--- config.mk ---
export PLATFORM = sky130hd
export DESIGN_NAME = conv_result_drain_flat
export DESIGN_NICKNAME = d
export VERILOG_FILES = /design/src/rtl/conv_drain_pkg.sv /design/src/rtl/conv_result_drain_if.sv /design/src/rtl/drain_fifo2.sv /design/src/rtl/conv_result_drain.sv /design/src/flat_wrapper.sv
export SDC_FILE = /design/constraint.sdc
export NUM_CORES = 1
export LEC_CHECK = 0
export BUFFER_PORTS_ARGS = -buffer_cell sky130_fd_sc_hd__buf_2
export CORE_UTILIZATION = 42
export CTS_CLUSTER_DIAMETER = 120
export CTS_CLUSTER_SIZE = 16
export DETAILED_ROUTE_END_ITERATION = 8
export PLACE_DENSITY_LB_ADDON = 0.05
export SLEW_MARGIN = 20
export SYNTH_ARGS = -nofsm -noshare
export SYNTH_HDL_FRONTEND = slang
export SYNTH_SLANG_ARGS = --single-unit
--- constraint.sdc ---
create_clock -name clk -period 9.7 [get_ports clk]
set_input_delay 1.455 -clock clk [delete_from_list [all_inputs] [get_ports clk]]
set_output_delay 1.455 -clock clk [all_outputs]
set_load 0.01 [all_outputs]
--- src/rtl/conv_drain_pkg.sv ---
// -----------------------------------------------------------------------------
// conv_drain_pkg
// Shared types and constants for the convolution result drain:
//   - state_e     : drain FSM states
//   - FIFO_DEPTH  : depth of the output FIFO that hides the MEMZ read latency
//   - COUNT_W     : width of the FIFO occupancy count
//   - drain_len() : number of result words for a given (sizeX, sizeY)
// -----------------------------------------------------------------------------
package conv_drain_pkg;

    localparam int DEF_DATA_WIDTH = 8;
    localparam int DEF_ADDR_WIDTH = 5;

    localparam int FIFO_DEPTH = 2;
    localparam int COUNT_W    = $clog2(FIFO_DEPTH + 1);

    typedef enum logic [1:0] {
        IDLE  = 2'd0,
        RUN   = 2'd1,
        FLUSH = 2'd2,
        DONE  = 2'd3
    } state_e;

    // Full-convolution output length; an empty operand yields an empty result.
    // Callers truncate to ADDR_WIDTH+1 bits, which always holds the maximum.
    function automatic int unsigned drain_len(input int unsigned size_x,
                                              input int unsigned size_y);
        if (size_x == 0 || size_y == 0) begin
            return 0;
        end
        return size_x + size_y - 1;
    endfunction

endpackage

--- src/rtl/conv_result_drain_if.sv ---
// -----------------------------------------------------------------------------
// conv_result_drain_if
// Bundles the MEMZ read port and the valid/ready result stream.
//   memZ_addr / memZ_rd : read request toward MEMZ (data returns 1 cycle later)
//   dataZ_in            : MEMZ read data
//   out_data / out_valid / out_last / out_ready : result stream to the host
// Modports: master = drain block, slave = MEMZ + stream consumer.
// -----------------------------------------------------------------------------
interface conv_result_drain_if
    import conv_drain_pkg::*;
#(
    parameter int DATA_WIDTH = DEF_DATA_WIDTH,
    parameter int ADDR_WIDTH = DEF_ADDR_WIDTH
);
    logic [ADDR_WIDTH:0]       memZ_addr;
    logic                      memZ_rd;
    logic [2*DATA_WIDTH-1:0]   dataZ_in;
    logic [2*DATA_WIDTH-1:0]   out_data;
    logic                      out_valid;
    logic                      out_ready;
    logic                      out_last;

    modport master (
        output memZ_addr, memZ_rd, out_data, out_valid, out_last,
        input  dataZ_in, out_ready
    );

    modport slave (
        input  memZ_addr, memZ_rd, out_data, out_valid, out_last,
        output dataZ_in, out_ready
    );
endinterface

--- src/rtl/drain_fifo2.sv ---
// -----------------------------------------------------------------------------
// drain_fifo2
// Two-entry synchronous FIFO. The head entry is a dedicated register so dout
// only changes on a pop (or on the first push into an empty FIFO).
//   clk, rstn : clock, asynchronous active-low clear
//   flush     : synchronous clear of the occupancy
//   push/din  : write port (caller guarantees no push while full unless popping)
//   pop       : read port (ignored while empty)
//   dout      : head entry
//   count     : occupancy 0..2
// -----------------------------------------------------------------------------
module drain_fifo2
    import conv_drain_pkg::*;
#(
    parameter int WIDTH = 16
) (
    input  logic               clk,
    input  logic               rstn,
    input  logic               flush,
    input  logic               push,
    input  logic               pop,
    input  logic [WIDTH-1:0]   din,
    output logic [WIDTH-1:0]   dout,
    output logic [COUNT_W-1:0] count
);
    logic [WIDTH-1:0] head;
    logic [WIDTH-1:0] tail;
    logic             pop_ok;

    assign pop_ok = pop && (count != '0);
    assign dout   = head;

    // NOTE: sequential state uses non-blocking assignments only, so every
    // register samples pre-edge values regardless of statement order.
    // NOTE: the storage is reset too, because the head drives out_data and
    // that output has a defined reset value of zero.
    always_ff @(posedge clk or negedge rstn) begin
        if (!rstn) begin
            head  <= '0;
            tail  <= '0;
            count <= '0;
        end else if (flush) begin
            count <= '0;
        end else begin
            unique case ({push, pop_ok})
                2'b10: begin
                    if (count == '0) head <= din;
                    else             tail <= din;
                    count <= count + COUNT_W'(1);
                end
                2'b01: begin
                    head  <= tail;
                    count <= count - COUNT_W'(1);
                end
                2'b11: begin
                    // Occupancy unchanged; with one entry the new word
                    // replaces the leaving head directly.
                    if (count == COUNT_W'(1)) begin
                        head <= din;
                    end else begin
                        head <= tail;
                        tail <= din;
                    end
                end
                default: ;
            endcase
        end
    end

endmodule

--- src/rtl/conv_result_drain.sv ---
// -----------------------------------------------------------------------------
// conv_result_drain
// Reads MEMZ addresses 0..len-1 after the core finishes and streams each
// 2*DATA_WIDTH result word out on a valid/ready port. A 2-entry FIFO plus a
// credit check on reads keeps one word per cycle flowing despite the
// one-cycle MEMZ read latency.
//   clk, rstn : clock, asynchronous active-low reset
//   start     : one-cycle pulse that begins a drain (accepted only in IDLE)
//   config_in : {sizeY, sizeX}, sampled on an accepted start
//   busy_out  : high from the cycle after start through the done_out cycle
//   done_out  : one-cycle pulse after the final transfer
//   bus       : MEMZ read port and result stream (master side)
// -----------------------------------------------------------------------------
module conv_result_drain
    import conv_drain_pkg::*;
#(
    parameter int DATA_WIDTH = DEF_DATA_WIDTH,
    parameter int ADDR_WIDTH = DEF_ADDR_WIDTH
) (
    input  logic                    clk,
    input  logic                    rstn,
    input  logic                    start,
    input  logic [2*ADDR_WIDTH-1:0] config_in,
    output logic                    busy_out,
    output logic                    done_out,
    conv_result_drain_if.master     bus
);
    localparam int LEN_W = ADDR_WIDTH + 1;
    localparam int WORD_W = 2 * DATA_WIDTH;

    state_e             state;
    logic [LEN_W-1:0]   cfg_len;
    logic [LEN_W-1:0]   rd_cnt;
    logic [LEN_W-1:0]   tx_cnt;
    logic               inflight;     // read issued last cycle, data lands now
    logic [LEN_W-1:0]   start_len;
    logic               accept;
    logic               pop;
    logic               issue;
    logic [2:0]         occ_next;
    logic [COUNT_W-1:0] fifo_count;
    logic [WORD_W-1:0]  fifo_dout;

    assign start_len = LEN_W'(drain_len(32'(config_in[ADDR_WIDTH-1:0]),
                                        32'(config_in[2*ADDR_WIDTH-1:ADDR_WIDTH])));
    assign accept    = (state == IDLE) && start;

    assign bus.out_valid = (fifo_count != '0);
    assign bus.out_data  = fifo_dout;
    assign pop           = bus.out_valid && bus.out_ready;
    assign bus.out_last  = bus.out_valid && (tx_cnt == cfg_len - LEN_W'(1));

    // Occupancy the FIFO will have after this edge, counting the word still in
    // flight from MEMZ. A new read is safe only if that leaves room for it.
    assign occ_next = {1'b0, fifo_count} + {2'b00, inflight} - {2'b00, pop};
    assign issue    = (state == RUN) && (rd_cnt < cfg_len) && (occ_next <= 3'd1);

    assign bus.memZ_rd   = issue;
    assign bus.memZ_addr = rd_cnt;

    drain_fifo2 #(
        .WIDTH (WORD_W)
    ) u_fifo (
        .clk   (clk),
        .rstn  (rstn),
        .flush (accept),
        .push  (inflight),
        .pop   (pop),
        .din   (bus.dataZ_in),
        .dout  (fifo_dout),
        .count (fifo_count)
    );

    always_ff @(posedge clk or negedge rstn) begin
        if (!rstn) begin
            state    <= IDLE;
            cfg_len  <= '0;
            rd_cnt   <= '0;
            tx_cnt   <= '0;
            inflight <= 1'b0;
            busy_out <= 1'b0;
            done_out <= 1'b0;
        end else begin
            inflight <= issue;
            done_out <= 1'b0;
            if (issue) rd_cnt <= rd_cnt + LEN_W'(1);
            if (pop)   tx_cnt <= tx_cnt + LEN_W'(1);

            unique case (state)
                IDLE: begin
                    if (start) begin
                        cfg_len  <= start_len;
                        rd_cnt   <= '0;
                        tx_cnt   <= '0;
                        busy_out <= 1'b1;
                        if (start_len == '0) begin
                            state    <= DONE;
                            done_out <= 1'b1;
                        end else begin
                            state <= RUN;
                        end
                    end
                end
                RUN: begin
                    if (issue && (rd_cnt + LEN_W'(1) == cfg_len)) state <= FLUSH;
                end
                FLUSH: begin
                    // Finish on the edge of the last transfer so done_out
                    // lands in the very next cycle.
                    if (!inflight && (fifo_count == COUNT_W'(pop))) begin
                        state    <= DONE;
                        done_out <= 1'b1;
                    end
                end
                DONE: begin
                    state    <= IDLE;
                    busy_out <= 1'b0;
                end
                default: state <= IDLE;
            endcase
        end
    end

endmodule

--- src/flat_wrapper.sv ---
// flat-port wrapper written by rule: the top's interface ports become plain ports
module conv_result_drain_flat import conv_drain_pkg::*;
#(
    parameter int DATA_WIDTH = DEF_DATA_WIDTH,
    parameter int ADDR_WIDTH = DEF_ADDR_WIDTH
)
  (clk, rstn, start, config_in, busy_out, done_out, bus_memZ_addr, bus_memZ_rd, bus_out_data, bus_out_valid, bus_out_last, bus_dataZ_in, bus_out_ready);
  conv_result_drain_if #(.DATA_WIDTH(DATA_WIDTH), .ADDR_WIDTH(ADDR_WIDTH)) bus_i ();
  input  logic clk;
  input  logic rstn;
  input  logic start;
  input  logic [2*ADDR_WIDTH-1:0] config_in;
  output logic busy_out;
  output logic done_out;
  output wire logic [$bits(bus_i.memZ_addr)-1:0] bus_memZ_addr;
  output wire logic [$bits(bus_i.memZ_rd)-1:0] bus_memZ_rd;
  output wire logic [$bits(bus_i.out_data)-1:0] bus_out_data;
  output wire logic [$bits(bus_i.out_valid)-1:0] bus_out_valid;
  output wire logic [$bits(bus_i.out_last)-1:0] bus_out_last;
  input wire logic [$bits(bus_i.dataZ_in)-1:0] bus_dataZ_in;
  input wire logic [$bits(bus_i.out_ready)-1:0] bus_out_ready;
  assign bus_memZ_addr = bus_i.memZ_addr;
  assign bus_memZ_rd = bus_i.memZ_rd;
  assign bus_out_data = bus_i.out_data;
  assign bus_out_valid = bus_i.out_valid;
  assign bus_out_last = bus_i.out_last;
  assign bus_i.dataZ_in = bus_dataZ_in;
  assign bus_i.out_ready = bus_out_ready;
  conv_result_drain #(.DATA_WIDTH(DATA_WIDTH), .ADDR_WIDTH(ADDR_WIDTH)) u_core (.clk(clk), .rstn(rstn), .start(start), .config_in(config_in), .busy_out(busy_out), .done_out(done_out), .bus(bus_i));
endmodule
==> results.ini <==
[sta]
fin_skew_ps = 7.21
max_slew.worst_pin.slew_ps = 972
slew_headroom_pct = 35.2
final.setup.tns_ps = 0
rsz0062_at_grt = false
fin_ws_ps = 4660
setup_violations = 0
fmax_mhz = 198
finalCriticalPeriod_ps = 5040
hold_violations = 0
final_max_slew_viol_count = 0
min_period_over_period_pct = 51.9

[floorplanning]
num_rows = 32
dieArea_sq_um = 8300
initial_core_util_pct = 43.4
die_y_microns = 91.1
pin_count = 57
core_area_sq_um = 7690
die_x_microns = 91.1

[layout]
fin_nets = 455
diodes = 0
layout-drive-gt1-share_pct = 20.1
utilization_pct = 51.2
areaGrowthSynthToFinish_pct = 18.1

[synthesis]
yosysTopAreaCell = dfrtp_1
netlist_area_sq_um = 3340
synth_top_cells_by_count = dfrtp_1, inv_1, nor2_1, ha_1, a21oi_1
ys.flop_type = dfrtp_1
synth_seq_cells = 57
synth.yosys.seq_area_share_pct = 42.8
syn-num-nets = 398
yosys-top-cells-area = dfrtp_1, ha_1, mux2_1, xnor2_1, inv_1
yosysMostFrequentCell = dfrtp_1
yosys_warnings = 0
async_reset_ff_share_pct = 100
synthCells = 336
syn_avg_cell_area_sq_um = 9.93
yosysUniqueCellTypes = 42
synth_edf_count = 0
synth_top_area_share_pct = 42.8

[placed_design]
numPortBuffers = 56
gp_congestion = 0.755
dp_slack_ps = 4630
place_hpwl_microns = 4730

[global_route]
antenna_found_initial = 0
grt_max_degree = 58
grt_pass1_vias = 2423
grt_overflow = 0
grt_pass1_wl_microns = 11400
grtUsageTotal_pct = 17.4

[clock_tree]
cts_setup_buffers = 0
cts_root_buffer = clkbuf_8
htreeDepth = 3
cts.sinks = 57
cts_tree = built
clkTransAtPathRegs_ps = 60
clock_path_buffers = 2
numCtsBuffers = 9
clk_latency_ps = 330
hold_buffers = 0
cts-resized-gates = 0

[critical_path]
cp_slowest_stage_delay_ps = 490
critPathRequiredTime_ps = 8250
critPathTopFamily = adder cells
rrSetupSlack_ps = 6200
path_buf_inv = 4
cp_max_fo = 9
cp-end-kind = output port
path_cells = buf_2 -> nand2_1 -> inv_2 -> ha_1 -> ha_1 -> inv_1 -> fa_1 -> nand4b_2 -> nor3_4 -> buf_2
crit_slowest_cell = fa_1
arrival_ps = 3580
worstSetupPathType = in2out
cp-start-kind = input pin

[route]
drtAntennaViolNets = 0
wl_met3_microns = 232
firstDrtPassIters = 4
wl_met1_microns = 3210
vias_per_cell = 4.92
met2_length_microns = 3170
route.detailed.drc = 0
dr_total_vias = 2460
wl_microns = 6690
wire_per_inst_microns = 13.4
top_layer_used = met4
drt-initial-drc-count = 61

[pwr]
total_power_mw = 1.31
power.density_nw_per_um2 = 332
max-vdd-ir-drop_uv = 113
leakage_nw = 1.90

[status]
status = finished clean

[hold_path]
min_path_type = reg2reg

[flow_run]
max-cap-violations = 0

cell usage in the layout (no fill, tap or decap), types with 2 or more instances in the layout:
cell / instances
clkbuf_8: 10
inv_2: 3
nand2b_1: 3
nor2b_1: 2
fa_1: 2
a221o_1: 2
o21ai_1: 5
or4_1: 2
nand3_1: 8
nand4_1: 7
xnor2_1: 16
dfrtp_1: 57
and2_1: 2
o22ai_1: 3
inv_1: 35
nor3_1: 4
mux2i_1: 4
a22oi_1: 16
buf_4: 2
nand2_1: 16
ha_1: 30
buf_2: 56
a21o_1: 2
a21oi_1: 22
nor2_1: 33
bufinv_16: 2
o21ai_0: 5
clkinv_2: 2
mux2_1: 16
xor2_1: 15
per-stage QoR:
stage	std cells	cell area [sq um]	hold slack (ps)
after floorplan	336	3340	465
after global placement	483	3710	474
after detailed placement	483	3710	482
after CTS	499	3930	497
after global routing	500	3940	507
final	500	3940	492
power by group:
part	internal [mW]	total (mW)	switching [mW]
combinational	0.278	0.620	0.341
clock	0.151	0.247	0.0960
sequential	0.352	0.440	0.0882
total	0.781	1.31	0.526
metal layers:
layer / up-vias / GRT usage [%]
li1: 1253 / -
met2: 47 / 29.0
met3: 6 / 3.94
met4: 0 / 6.61
met5: - / 0
met1: 1154 / 22.1
final cells by class:
type	instances	area, sq um
Fill cell	746	3750
Multi-Input combinational cell	228	1720
Sequential cell	57	1430
Timing Repair Buffer	59	307
Inverter	38	143
Clock buffer	11	141
Tap cell	102	128
Clock inverter	5	78.8
worst reg2reg max path: stages, from the launching register on:
cell and delay (ps):
dfrtp_1 440, inv_1 120, ha_1 200, inv_2 80, nand2_1 200, inv_2 130, ha_1 300, ha_1 130
inv_1 40, fa_1 490, nand4b_2 130, nor3_4 410, o2111ai_1 220, a221o_1 370, mux2i_1 140
cell families (layout without fill, tap and decap cells):
logic type | count (synthesis) | in the layout | synth area share [%]
simple gates | 83 | 83 | 12.2
compound gates | 62 | 62 | 11.8
mux | 20 | 20 | 6.60
flops | 57 | 57 | 42.8
buf+inv | 51 | 113 | 6.04
fa+ha+maj | 32 | 32 | 12.5
xor+xnor | 31 | 31 | 8.14
sequential cells by signal (all words and copies together), names as in the netlist:
name	count
u_core.state	2
u_core.done_out	1
u_core.tx_cnt	6
u_core.cfg_len	6
u_core.u_fifo.count	2
u_core.busy_out	1
u_core.inflight	1
u_core.u_fifo.dout	16
u_core.u_fifo.tail	16
u_core.bus.memZ_addr	6
worst paths after layout:
| path | cells past startpoint | from | endpoint |
|---|---|---|---|
| max in group asynchronous | 2 | rstn | u_core.u_fifo.tail[9]$_DFFE_PN0P_ |
| min in group asynchronous | 2 | rstn | u_core.u_fifo.dout[2]$_DFFE_PN0P_ |
| max | 10 | bus_out_ready | bus_memZ_rd |
| min | 1 | u_core.u_fifo.tail[12]$_DFFE_PN0P_ | u_core.u_fifo.tail[12]$_DFFE_PN0P_ |
| min reg2reg | 1 | u_core.u_fifo.tail[12]$_DFFE_PN0P_ | u_core.u_fifo.tail[12]$_DFFE_PN0P_ |
| max reg2reg | 14 | u_core.u_fifo.count[1]$_DFFE_PN0P_ | u_core.state[0]$_DFFE_PN0P_ |
No activity file was read; power rests on OpenSTA's default activity.
